[config.mk]
export PLATFORM = sky130hd
export DESIGN_NAME = hcsr04_echo_emulator_flat
export DESIGN_NICKNAME = d
export VERILOG_FILES = /design/src/rtl/hcsr04_pkg.sv /design/src/rtl/hcsr04_echo_emulator_if.sv /design/src/rtl/hcsr04_div34.sv /design/src/rtl/hcsr04_echo_emulator.sv /design/src/flat_wrapper.sv
export SDC_FILE = /design/constraint.sdc
export NUM_CORES = 1
export LEC_CHECK = 0
export CAP_MARGIN = 25
export CORE_ASPECT_RATIO = 0.7
export CORE_UTILIZATION = 30
export CTS_CLUSTER_DIAMETER = 80
export DETAILED_ROUTE_END_ITERATION = 7
export PLACE_DENSITY = 0.56
export SLEW_MARGIN = 20
export SYNTH_ARGS = -nofsm -noshare
export SYNTH_HDL_FRONTEND = slang
export SYNTH_SLANG_ARGS = --single-unit
[constraint.sdc]
create_clock -name clk_50M -period 6.9 [get_ports clk_50M]
set_input_delay 1.725 -clock clk_50M [delete_from_list [all_inputs] [get_ports clk_50M]]
set_output_delay 1.725 -clock clk_50M [all_outputs]
set_load 0.02 [all_outputs]
[src/rtl/hcsr04_pkg.sv]
// Shared definitions for the HC-SR04 echo emulator and the ultrasonic controller:
// FSM states, distance scaling constants and default timing derived from the clock.
package hcsr04_pkg;

  typedef enum logic [2:0] {
    IDLE,
    TRIG_HIGH,
    BURST,
    ECHO,
    HOLDOFF
  } state_e;

  localparam int CLK_HZ = 50_000_000;

  // Echo cycles per mm = SCALE_NUM / SCALE_DEN (round trip at ~340 m/s on a 50 MHz clock)
  localparam int SCALE_NUM = 10_000;
  localparam int SCALE_DEN = 34;

  localparam int NUM_W = 26;
  localparam int QUO_W = 21;

  localparam int DEF_MIN_TRIG_CYCLES     = CLK_HZ / 100_000;
  localparam int DEF_BURST_DELAY_CYCLES  = CLK_HZ / 5_000;
  localparam int DEF_MAX_DIST_MM         = 4000;
  localparam int DEF_TIMEOUT_ECHO_CYCLES = CLK_HZ / 1000 * 38;
  localparam int DEF_HOLDOFF_CYCLES      = CLK_HZ / 1000;

endpackage

[src/rtl/hcsr04_echo_emulator_if.sv]
// Trigger/echo bundle between the ranging controller (master) and the sensor
// or its emulator (slave), plus the emulator's distance/presence inputs.
interface hcsr04_echo_emulator_if;

  logic        trig;
  logic [15:0] distance_mm;
  logic        obj_present;
  logic        echo;
  logic        busy;
  logic        trig_err;

  modport master (
    output trig,
    output distance_mm,
    output obj_present,
    input  echo,
    input  busy,
    input  trig_err
  );

  modport slave (
    input  trig,
    input  distance_mm,
    input  obj_present,
    output echo,
    output busy,
    output trig_err
  );

endinterface

[src/rtl/hcsr04_div34.sv]
// Serial restoring divider by SCALE_DEN, one quotient bit per cycle; done stays
// high from completion until the next start.
module hcsr04_div34
  import hcsr04_pkg::*;
(
  input  logic             clk_50M,
  input  logic             reset,
  input  logic             start,
  input  logic [NUM_W-1:0] numerator,
  output logic [QUO_W-1:0] quotient,
  output logic             done
);

  localparam int REM_W   = $clog2(SCALE_DEN);
  localparam int TRIAL_W = REM_W + 1;
  localparam int CNT_W   = $clog2(NUM_W);

  logic [NUM_W-1:0]   num_q, num_d;
  logic [REM_W-1:0]   rem_q, rem_d;
  logic [QUO_W-1:0]   quo_q, quo_d;
  logic [CNT_W-1:0]   cnt_q, cnt_d;
  logic               run_q, run_d;
  logic               done_q, done_d;
  logic [TRIAL_W-1:0] trial;
  logic               fits;

  always_comb begin
    trial  = {rem_q, num_q[NUM_W-1]};
    fits   = (trial >= TRIAL_W'(SCALE_DEN));
    num_d  = num_q;
    rem_d  = rem_q;
    quo_d  = quo_q;
    cnt_d  = cnt_q;
    run_d  = run_q;
    done_d = done_q;
    if (start) begin
      num_d  = numerator;
      rem_d  = '0;
      quo_d  = '0;
      cnt_d  = '0;
      run_d  = 1'b1;
      done_d = 1'b0;
    end else if (run_q) begin
      num_d = {num_q[NUM_W-2:0], 1'b0};
      rem_d = fits ? REM_W'(trial - TRIAL_W'(SCALE_DEN)) : trial[REM_W-1:0];
      // Quotient never exceeds QUO_W bits for in-range numerators, so the
      // leading bits shifted out of quo_q are always zero.
      quo_d = {quo_q[QUO_W-2:0], fits};
      cnt_d = cnt_q + CNT_W'(1);
      if (cnt_q == CNT_W'(NUM_W - 1)) begin
        run_d  = 1'b0;
        done_d = 1'b1;
      end
    end
  end

  always_ff @(posedge clk_50M or negedge reset) begin
    if (!reset) begin
      num_q  <= '0;
      rem_q  <= '0;
      quo_q  <= '0;
      cnt_q  <= '0;
      run_q  <= 1'b0;
      done_q <= 1'b0;
    end else begin
      num_q  <= num_d;
      rem_q  <= rem_d;
      quo_q  <= quo_d;
      cnt_q  <= cnt_d;
      run_q  <= run_d;
      done_q <= done_d;
    end
  end

  assign quotient = quo_q;
  assign done     = done_q;

endmodule

[src/rtl/hcsr04_echo_emulator.sv]
// HC-SR04 responder: validates trig width, waits the burst delay, then drives an
// echo whose width encodes distance_mm. Optional echo jitter: HCSR04_EMU_JITTER_EN.
module hcsr04_echo_emulator
  import hcsr04_pkg::*;
#(
  parameter int MIN_TRIG_CYCLES     = DEF_MIN_TRIG_CYCLES,
  parameter int BURST_DELAY_CYCLES  = DEF_BURST_DELAY_CYCLES,
  parameter int MAX_DIST_MM         = DEF_MAX_DIST_MM,
  parameter int TIMEOUT_ECHO_CYCLES = DEF_TIMEOUT_ECHO_CYCLES,
  parameter int HOLDOFF_CYCLES      = DEF_HOLDOFF_CYCLES
) (
  input logic                   clk_50M,
  input logic                   reset,
  hcsr04_echo_emulator_if.slave bus
);

  // state     | meaning
  // IDLE      | waiting for a synchronized trig rise
  // TRIG_HIGH | measuring trig high time
  // BURST     | burst delay after a valid trig, divider running
  // ECHO      | echo driven high for echo_cnt cycles
  // HOLDOFF   | dead time before re-arming, busy still high

  localparam int TRIG_W  = $clog2(MIN_TRIG_CYCLES + 1);
  localparam int BURST_W = $clog2(BURST_DELAY_CYCLES + 1);
  localparam int HOLD_W  = $clog2(HOLDOFF_CYCLES + 1);
  localparam logic [15:0] MAX_D = 16'(MAX_DIST_MM);

  state_e              state_q, state_d;
  logic [TRIG_W-1:0]   trig_cnt_q, trig_cnt_d;
  logic [BURST_W-1:0]  burst_cnt_q, burst_cnt_d;
  logic [QUO_W-1:0]    echo_cnt_q, echo_cnt_d;
  logic [HOLD_W-1:0]   hold_cnt_q, hold_cnt_d;
  logic [15:0]         dist_q, dist_d;
  logic                obj_q, obj_d;
  logic                echo_q, echo_d;
  logic                busy_q, busy_d;
  logic                trig_err_q, trig_err_d;
  logic                div_start_q, div_start_d;
  logic                trig_meta_q, trig_sync_q, trig_prev_q;
  logic                trig_rise, trig_fall, accept;
  logic [NUM_W-1:0]    div_numerator;
  logic [QUO_W-1:0]    div_quotient;
  logic                div_done;
  logic [QUO_W-1:0]    base_width, echo_width, jitter;

  assign trig_rise = trig_sync_q & ~trig_prev_q;
  assign trig_fall = ~trig_sync_q & trig_prev_q;

  // +SCALE_DEN-1 turns the floor division into ceil(d*SCALE_NUM/SCALE_DEN)
  assign div_numerator = NUM_W'(dist_q) * NUM_W'(SCALE_NUM) + NUM_W'(SCALE_DEN - 1);

  hcsr04_div34 u_div (
    .clk_50M   (clk_50M),
    .reset     (reset),
    .start     (div_start_q),
    .numerator (div_numerator),
    .quotient  (div_quotient),
    .done      (div_done)
  );

  always_comb begin
    if (!obj_q || (dist_q > MAX_D)) begin
      base_width = QUO_W'(TIMEOUT_ECHO_CYCLES);
    end else if (dist_q == '0) begin
      base_width = QUO_W'(1);
    end else begin
      base_width = div_quotient;
    end
    echo_width = base_width + jitter;
  end

  always_comb begin
    state_d     = state_q;
    trig_cnt_d  = trig_cnt_q;
    burst_cnt_d = burst_cnt_q;
    echo_cnt_d  = echo_cnt_q;
    hold_cnt_d  = hold_cnt_q;
    dist_d      = dist_q;
    obj_d       = obj_q;
    echo_d      = echo_q;
    busy_d      = busy_q;
    trig_err_d  = 1'b0;
    div_start_d = 1'b0;
    accept      = 1'b0;
    case (state_q)
      IDLE: begin
        // The rise cycle is the first synchronized high cycle, hence the count of 1.
        if (trig_rise) begin
          state_d    = TRIG_HIGH;
          trig_cnt_d = TRIG_W'(1);
        end
      end
      TRIG_HIGH: begin
        if (trig_fall) begin
          if (trig_cnt_q >= TRIG_W'(MIN_TRIG_CYCLES)) begin
            accept      = 1'b1;
            dist_d      = bus.distance_mm;
            obj_d       = bus.obj_present;
            busy_d      = 1'b1;
            div_start_d = 1'b1;
            burst_cnt_d = BURST_W'(BURST_DELAY_CYCLES - 1);
            state_d     = BURST;
          end else begin
            trig_err_d = 1'b1;
            state_d    = IDLE;
          end
        end else if (trig_cnt_q < TRIG_W'(MIN_TRIG_CYCLES)) begin
          trig_cnt_d = trig_cnt_q + TRIG_W'(1);
        end
      end
      BURST: begin
        if (burst_cnt_q != '0) begin
          burst_cnt_d = burst_cnt_q - BURST_W'(1);
        end else if (div_done) begin
          echo_d     = 1'b1;
          echo_cnt_d = echo_width - QUO_W'(1);
          state_d    = ECHO;
        end
      end
      ECHO: begin
        if (echo_cnt_q == '0) begin
          echo_d     = 1'b0;
          hold_cnt_d = HOLD_W'(HOLDOFF_CYCLES - 1);
          state_d    = HOLDOFF;
        end else begin
          echo_cnt_d = echo_cnt_q - QUO_W'(1);
        end
      end
      HOLDOFF: begin
        if (hold_cnt_q == '0) begin
          busy_d  = 1'b0;
          state_d = IDLE;
        end else begin
          hold_cnt_d = hold_cnt_q - HOLD_W'(1);
        end
      end
      default: state_d = IDLE;
    endcase
  end

  always_ff @(posedge clk_50M or negedge reset) begin
    if (!reset) begin
      trig_meta_q <= 1'b0;
      trig_sync_q <= 1'b0;
      trig_prev_q <= 1'b0;
      state_q     <= IDLE;
      trig_cnt_q  <= '0;
      burst_cnt_q <= '0;
      echo_cnt_q  <= '0;
      hold_cnt_q  <= '0;
      dist_q      <= '0;
      obj_q       <= 1'b0;
      echo_q      <= 1'b0;
      busy_q      <= 1'b0;
      trig_err_q  <= 1'b0;
      div_start_q <= 1'b0;
    end else begin
      trig_meta_q <= bus.trig;
      trig_sync_q <= trig_meta_q;
      trig_prev_q <= trig_sync_q;
      state_q     <= state_d;
      trig_cnt_q  <= trig_cnt_d;
      burst_cnt_q <= burst_cnt_d;
      echo_cnt_q  <= echo_cnt_d;
      hold_cnt_q  <= hold_cnt_d;
      dist_q      <= dist_d;
      obj_q       <= obj_d;
      echo_q      <= echo_d;
      busy_q      <= busy_d;
      trig_err_q  <= trig_err_d;
      div_start_q <= div_start_d;
    end
  end

`ifdef HCSR04_EMU_JITTER_EN
  localparam logic [7:0] LFSR_SEED = 8'hA5;

  logic [7:0] lfsr_q, lfsr_d;

  // Fibonacci x^8+x^6+x^5+x^4+1, stepped once per accepted trigger
  always_comb begin
    lfsr_d = lfsr_q;
    if (accept) begin
      lfsr_d = {lfsr_q[6:0], lfsr_q[7] ^ lfsr_q[5] ^ lfsr_q[4] ^ lfsr_q[3]};
    end
  end

  always_ff @(posedge clk_50M or negedge reset) begin
    if (!reset) begin
      lfsr_q <= LFSR_SEED;
    end else begin
      lfsr_q <= lfsr_d;
    end
  end

  assign jitter = QUO_W'(lfsr_q[3:0]);
`else
  logic unused_accept;
  assign unused_accept = accept;
  assign jitter        = '0;
`endif

  assign bus.echo     = echo_q;
  assign bus.busy     = busy_q;
  assign bus.trig_err = trig_err_q;

endmodule
[src/flat_wrapper.sv]
// flat-port wrapper written by rule: the top's interface ports become plain ports
module hcsr04_echo_emulator_flat import hcsr04_pkg::*;
#(
  parameter int MIN_TRIG_CYCLES     = DEF_MIN_TRIG_CYCLES,
  parameter int BURST_DELAY_CYCLES  = DEF_BURST_DELAY_CYCLES,
  parameter int MAX_DIST_MM         = DEF_MAX_DIST_MM,
  parameter int TIMEOUT_ECHO_CYCLES = DEF_TIMEOUT_ECHO_CYCLES,
  parameter int HOLDOFF_CYCLES      = DEF_HOLDOFF_CYCLES
)
  (clk_50M, reset, bus_trig, bus_distance_mm, bus_obj_present, bus_echo, bus_busy, bus_trig_err);
  hcsr04_echo_emulator_if bus_i ();
  input logic clk_50M;
  input logic reset;
  input wire logic [$bits(bus_i.trig)-1:0] bus_trig;
  input wire logic [$bits(bus_i.distance_mm)-1:0] bus_distance_mm;
  input wire logic [$bits(bus_i.obj_present)-1:0] bus_obj_present;
  output wire logic [$bits(bus_i.echo)-1:0] bus_echo;
  output wire logic [$bits(bus_i.busy)-1:0] bus_busy;
  output wire logic [$bits(bus_i.trig_err)-1:0] bus_trig_err;
  assign bus_i.trig = bus_trig;
  assign bus_i.distance_mm = bus_distance_mm;
  assign bus_i.obj_present = bus_obj_present;
  assign bus_echo = bus_i.echo;
  assign bus_busy = bus_i.busy;
  assign bus_trig_err = bus_i.trig_err;
  hcsr04_echo_emulator #(.MIN_TRIG_CYCLES(MIN_TRIG_CYCLES), .BURST_DELAY_CYCLES(BURST_DELAY_CYCLES), .MAX_DIST_MM(MAX_DIST_MM), .TIMEOUT_ECHO_CYCLES(TIMEOUT_ECHO_CYCLES), .HOLDOFF_CYCLES(HOLDOFF_CYCLES)) u_core (.clk_50M(clk_50M), .reset(reset), .bus(bus_i));
endmodule
==> results of run 1 <==
-- cells in the final DEF, fill, tap and decap left out, types with 27 or more instances in the layout --
cell type | synthesis | layout
a21oi_1 | 31 | 31
dfrtp_1 | 147 | 145
fa_1 | 34 | 34
ha_1 | 82 | 82
inv_1 | 111 | 111
mux2i_1 | 44 | 44
nand2_1 | 105 | 105
nor2_1 | 104 | 104
nor3_1 | 27 | 27
o21ai_0 | 80 | 80
xnor2_1 | 42 | 42
-- where the power goes --
part,total [mW],internal [mW],switching [mW]
Combinational,0.108,0.0399,0.0682
Clock,0.944,0.513,0.431
Sequential,0.897,0.875,0.0220
-- registers in the layout, indices dropped and copies added, names as in the netlist, 3 cells and up --
name,cells
u_core.echo_cnt_q,21
u_core.u_div.quotient,21
u_core.burst_cnt_q,14
u_core.trig_cnt_q,9
u_core.state_q,3
u_core.dist_q,16
u_core.u_div.rem_q,6
u_core.u_div.cnt_q,5
u_core.u_div.num_q,26
u_core.hold_cnt_q,16
-- worst min-delay path by stage --
stage                            start            endpoint  slack [ps]  depth (start not counted)
floorplan           u_core.trig_meta_q  u_core.trig_sync_q         330                          0
global route        u_core.trig_meta_q  u_core.trig_sync_q         400                          0
finish              u_core.trig_meta_q  u_core.trig_sync_q         390                          0
global placement    u_core.trig_meta_q  u_core.trig_sync_q         340                          0
CTS                 u_core.trig_meta_q  u_core.trig_sync_q         390                          0
detailed placement  u_core.trig_meta_q  u_core.trig_sync_q         380                          0
-- area by class of cell --
cell class              instances  area share (%)
clock buffers                  17           3.654
clock inverters                15           1.386
inverters                     112           3.611
multi-input cells             828           52.33
flip-flops and latches        147           31.62
well taps                     464           4.987
repair buffers                 30           2.418
-- metrics by stage --
step / setup slack, ps / cells
finish: 1058 / 1613
CTS: 1115 / 1613
global placement: 1357 / 1581
global route: 625.1 / 1613
detailed placement: 1127 / 1581
floorplan: 1708 / 1127
-- cells by family after synthesis --
logic type	Yosys count
muxes	47
xor gates and xnor gates	66
AOI/OAI and AO/OA	224
adders and majority gates	116
buffers and inverters	152
DFF	147
and+or+nand+nor	375
-- per-layer routing --
metal / vias to the layer above / GRT usage [%] / share of wire, %
li1: 3938 / - / -
met1: 3873 / 22.55 / 55
met2: 137 / 19.30 / 39
met3: 21 / 3.827 / 5.0
met4: 0 / 3.979 / 1.0
met5: - / 0 / 0
==> flow_summary.yaml, run 1 <==
synth:
  yosysSeqAreaShare_pct: 35.55
  synthFlopType: "dfrtp_1"
  synth_compound_area_share_pct: 14.10
  yosysTopAreaCell: "dfrtp_1"
  synth_enable_flop_cells: 0
  syn-mean-instance-area_sq_um: 9.182
  synth_seq_cells: 147
  synth_top_family_by_area: "simple AND/OR/NAND/NOR gates"
  syn-instance-count: 1127
  synth_most_common_cell: "dfrtp_1"
  synth_common_cells: "dfrtp_1, inv_1, nand2_1"
  netlist-cell-type-count: 79
  ys_warn_count: 0
  synth-simple-area-share_pct: 17.87
  synth_area_leaders: "dfrtp_1, ha_1, fa_1"
  netlist.area_leader.share_pct: 35.55
  async_flop_share_pct: 100.0
  muxShareOfSynthArea_pct: 4.691
  synth_xor_area_share_pct: 5.586
  syn_area_sq_mm: 0.01035
  synth_nets: 1263
  synthAdderAreaFrac_pct: 16.49
floorplanning:
  start_util_pct: 30.71
  rows: 56
  die_x_um: 224.0
  core_sq_mm: 0.03370
  die_y_um: 157.4
  dieArea_sq_mm: 0.03525
  pin_count: 23
global_routing:
  grt_pass1_vias: 7514
  grt_pass1_wl_mm: 40.24
  grt_max_degree: 77
  grt_usage_pct: 14.57
  overflow: 0
  antenna_found_initial: 0
setup_path:
  slowest_delay_ps: 650
  critPathMaxFanout: 8
  r2r_end: "u_core.u_div.num_q[24]"
  crit_type: "reg2reg"
  cp_num_buf_inv: 4
  crit_start: "u_core.dist_q[5]"
  cp_cell_sequence: "inv_1 -> fa_1 -> inv_1 -> ha_1 -> fa_1 -> ha_1 -> inv_1 -> fa_1 -> inv_1 -> ha_1 -> a211oi_1 -> o21bai_1 -> and2_1 -> a211oi_1 -> nand4_1 -> nor4b_1 -> a211oi_1 -> a211oi_1"
  worstPathArrival_ps: 6200
  r2r_start: "u_core.dist_q[5]"
  end_kind: "flip-flop"
  worstPathRequired_ps: 7260
  start_kind: "flip-flop"
  endpoint: "u_core.u_div.num_q[24]"
  rrSetupSlack_ps: 1060
  cp.depth: 18
  cp_slowest_cell: "nor4b_1"
  reg2regPathDepth: 18
  cpLargestDelayFamily: "adder cells"
timing:
  grt_setup_unrepaired: "no"
  post-route-min-period_ps: 5842
  tns_ps: 0
  relSlewSlack_pct: 34.85
  hold_viol_final: 0
  finClkSkew_ps: 9.487
  worst_pin_slew_ps: 969.7
  fmax_mhz: 171.2
  period_share_pct: 84.66
  hold_ws_ps: 385.4
  setup-violations-final: 0
  slew_viol_final: 0
placement:
  placedInstanceArea_sq_mm: 0.01105
  placement.io_buffers: 22
  gp_congestion: 0.8798
  dp_hpwl_mm: 18.08
layout:
  drive_above_1_share_pct: 6.092
  area_growth_pct: 12.50
  antenna-diode-count: 0
  final_area_sq_mm: 0.01164
  seq_area_sq_mm: 0.003681
  nets: 1272
  postLayoutCoreUtil_pct: 34.54
  nFillCells: 3457
  multi_input_area_sq_mm: 0.006092
drt:
  drt_first_pass_iters: 5
  vias: 7969
  ant_nets: 0
  wire_per_inst_um: 15.07
  drt_iter0_drc: 469
  drcViolationCount: 0
  routed_wl_mm: 24.31
  vias_per_cell: 4.940
power_and_ir_drop:
  ir_worst_vdd_v: 0.0001339
  p_total_mw: 1.950
  p_leak_nw: 5.237
  power_density_mw_per_mm2: 167.5
clocking:
  cts_resized: 0
  path_clk_slew_ps: 70
  cts_buffers: 17
  cts_max_level: 4
  cts_root_buffer: "clkbuf_16"
  post_cts_buffers: 0
  clock_path_buffers: 2
  cts_tree: "done"
  cts_sinks: 147
  hold_buffers: 0
  clock_latency_ps: 440
run_status:
  status: "finished, final reports clean"
job:
  drv_cap: 0
hold_path:
  hold_class: "reg2reg"
Note: power is estimated with default switching activity, not from simulation.
==> inputs of run 2 (changes only) <==
Settings changed: PLACE_DENSITY 0.56 to 0.58.
Clock period 6.9 ns to 4.74 ns, I/O delays scaled along.
==> run 2 against run 1 <==
Effect of this change: cell count rose by 4.3%; first-iteration DRC count fell by 7.0%; clock power rose by 36%; critical path type unchanged; clock skew barely moved; wire length rose by 2.6%; critical path depth rose by 1; the run now ends with negative setup slack left; final area rose by 7.2%; sequential power rose by 46%; via count rose by 3.8%.
==> flow_summary.yaml, run 2 (same netlist as run 1, synthesis figures left out) <==
power_and_ir_drop:
  seq_power_share_pct: 47.7
  p_leak_nw: 5.599
  p_sw_mw: 0.7337
  clkPwrFrac_pct: 46.6
  p_int_mw: 2.009
  ir_worst_vdd_v: 0.0002139
  combPwrFrac_pct: 5.7
  power_density_mw_per_mm2: 219.8
  switching_share_pct: 26.75
setup_path:
  rrSetupSlack_ps: -100
  reg2regPathDepth: 19
  worstPathRequired_ps: 5050
  worstPathArrival_ps: 5140
  critPathMaxFanout: 4
  r2r_start: "u_core.dist_q[10]"
  end_kind: "flip-flop"
  crit_start: "u_core.dist_q[10]"
  start_kind: "flip-flop"
  crit_type: "reg2reg"
drt:
  vias_per_cell: 4.913
  drt_iter0_drc: 436
  vias: 8269
  routed_wl_mm: 24.94
  drt_first_pass_iters: 4
  wire_per_inst_um: 14.82
  ant_nets: 0
  drcViolationCount: 0
layout:
  antenna-diode-count: 0
  nFillCells: 3404
  largest_reg_flops: 26
  nets: 1342
  final_common_cell: "dfrtp_1"
  final_cell_mix: "dfrtp_1, nand2_1, nor2_1"
  regMostFlops: "u_core.u_div.num_q"
  final_cells: 1683
  area_growth_pct: 20.57
  drive_above_1_share_pct: 16.16
  postLayoutCoreUtil_pct: 37.02
timing:
  setup-violations-final: 3
  relSlewSlack_pct: 41.02
  worst_pin_slew_ps: 877.9
  slew_viol_final: 0
  finClkSkew_ps: 9.709
  hold_viol_final: 0
  fmax_mhz: 206.8
  grt_setup_unrepaired: "yes"
  post-route-min-period_ps: 4835
  worst_slack_ps: -95.46
  hold_ws_ps: 366.2
  period_share_pct: 102.0
floorplanning:
  die_y_um: 157.4
  pin_count: 23
  dieArea_sq_mm: 0.03525
  core_sq_mm: 0.03370
  rows: 56
  die_x_um: 224.0
  start_util_pct: 30.71
hold_path:
  holdPathStages: 0
  hold_class: "reg2reg"
  min-delay-start: "u_core.trig_meta_q"
placement:
  post-place-cells: 1641
  gp_congestion: 0.8477
  dp_hpwl_mm: 18.38
  placement.io_buffers: 22
clocking:
  cts_tree: "done"
  cts_max_level: 4
  hold_buffers: 0
  cts_sinks: 147
  clock_path_buffers: 2
  cts_buffers: 17
  cts_root_buffer: "clkbuf_16"
  clock_latency_ps: 450
  path_clk_slew_ps: 70
global_routing:
  grt_pass1_vias: 7824
  overflow: 0
  grt_pass1_wl_mm: 41.13
  grt_usage_pct: 14.74
  grt_max_degree: 88
  antenna_found_initial: 0
run_status:
  status: "finished with violations"
  violations: "negative setup slack"
job:
  drv_cap: 0
==> run 2: changes by cell type in the layout (fill, tap and decap cells not counted), sizes merged <==
cell and delta:
buf +70, bufinv -1, clkbuf +2, clkinvlp +3, inv -4
==> run 2: path summary, 6_finish.rpt <==
kind                                               end
max in group asynchronous             u_core.dist_q[8]
min in group asynchronous        u_core.u_div.rem_q[4]
worst max-delay path            u_core.u_div.num_q[25]
worst max register to register  u_core.u_div.num_q[25]
worst min register to register      u_core.trig_sync_q
worst min-delay path                u_core.trig_sync_q
==> run 2: worst max-delay path: stages, from the launching register on <==
cell and delay [ps]:
dfrtp_1 360, inv_2 70, fa_1 550, inv_2 50, ha_4 260, fa_1 410, ha_1 300, inv_2 40
fa_1 510, inv_2 50, ha_4 230, o21a_1 210, or2_4 230, a221o_1 300, a211oi_2 190, nand4_1 180
buf_4 180, nor4b_4 290, and4_1 240, a211oi_1 50
==> run 2: area by class of cell <==
class / instances / area [sq um] / area share (%)
flip-flops and latches: 147 / 3685 / 29.53
well taps: 464 / 580.6 / 4.653
inverters: 112 / 425.4 / 3.410
clock buffers: 19 / 432.9 / 3.470
multi-input cells: 828 / 6425 / 51.49
clock inverters: 13 / 101.3 / 0.8123
repair buffers: 100 / 827.0 / 6.629
==> run 2: power by group through the flow <==
stage | Combinational, mW | Clock [mW] | Sequential (mW)
floorplan | 0.0954 | 0 | 1.31
global placement | 0.153 | 0 | 1.33
detailed placement | 0.157 | 0 | 1.33
CTS | 0.159 | 1.30 | 1.31
global route | 0.182 | 1.35 | 1.31
finish | 0.157 | 1.28 | 1.31
==> run 2: what timing repair did <==
item                       in CTS  in global routing
setup endpoints to repair       5                  9
buffers inserted                3                  8
resized for setup               7                 34
pin swaps                      15                 14
hold endpoints to repair        0                  0
==> run 2: stage by stage <==
stage	total power, mW	TNS [ps]	area [sq um]	worst slack (ps)
2_1_floorplan	1.410	-246.1	10510	-96.90
3_3_place_gp	1.480	-438.2	11660	-123.3
3_5_place_dp	1.487	-762.1	11660	-226.9
4_1_cts	2.768	-230.0	12250	-75.93
5_1_grt	2.845	-1213	12480	-291.8
6_report	2.742	-221.7	12480	-95.46
==> run 2: per-layer routing <==
layer | GRT usage (%) | wire, um
met1 | 22.99 | 13800
met2 | 20.04 | 9864
met3 | 3.136 | 1039
met4 | 3.653 | 231
met5 | 0 | 0
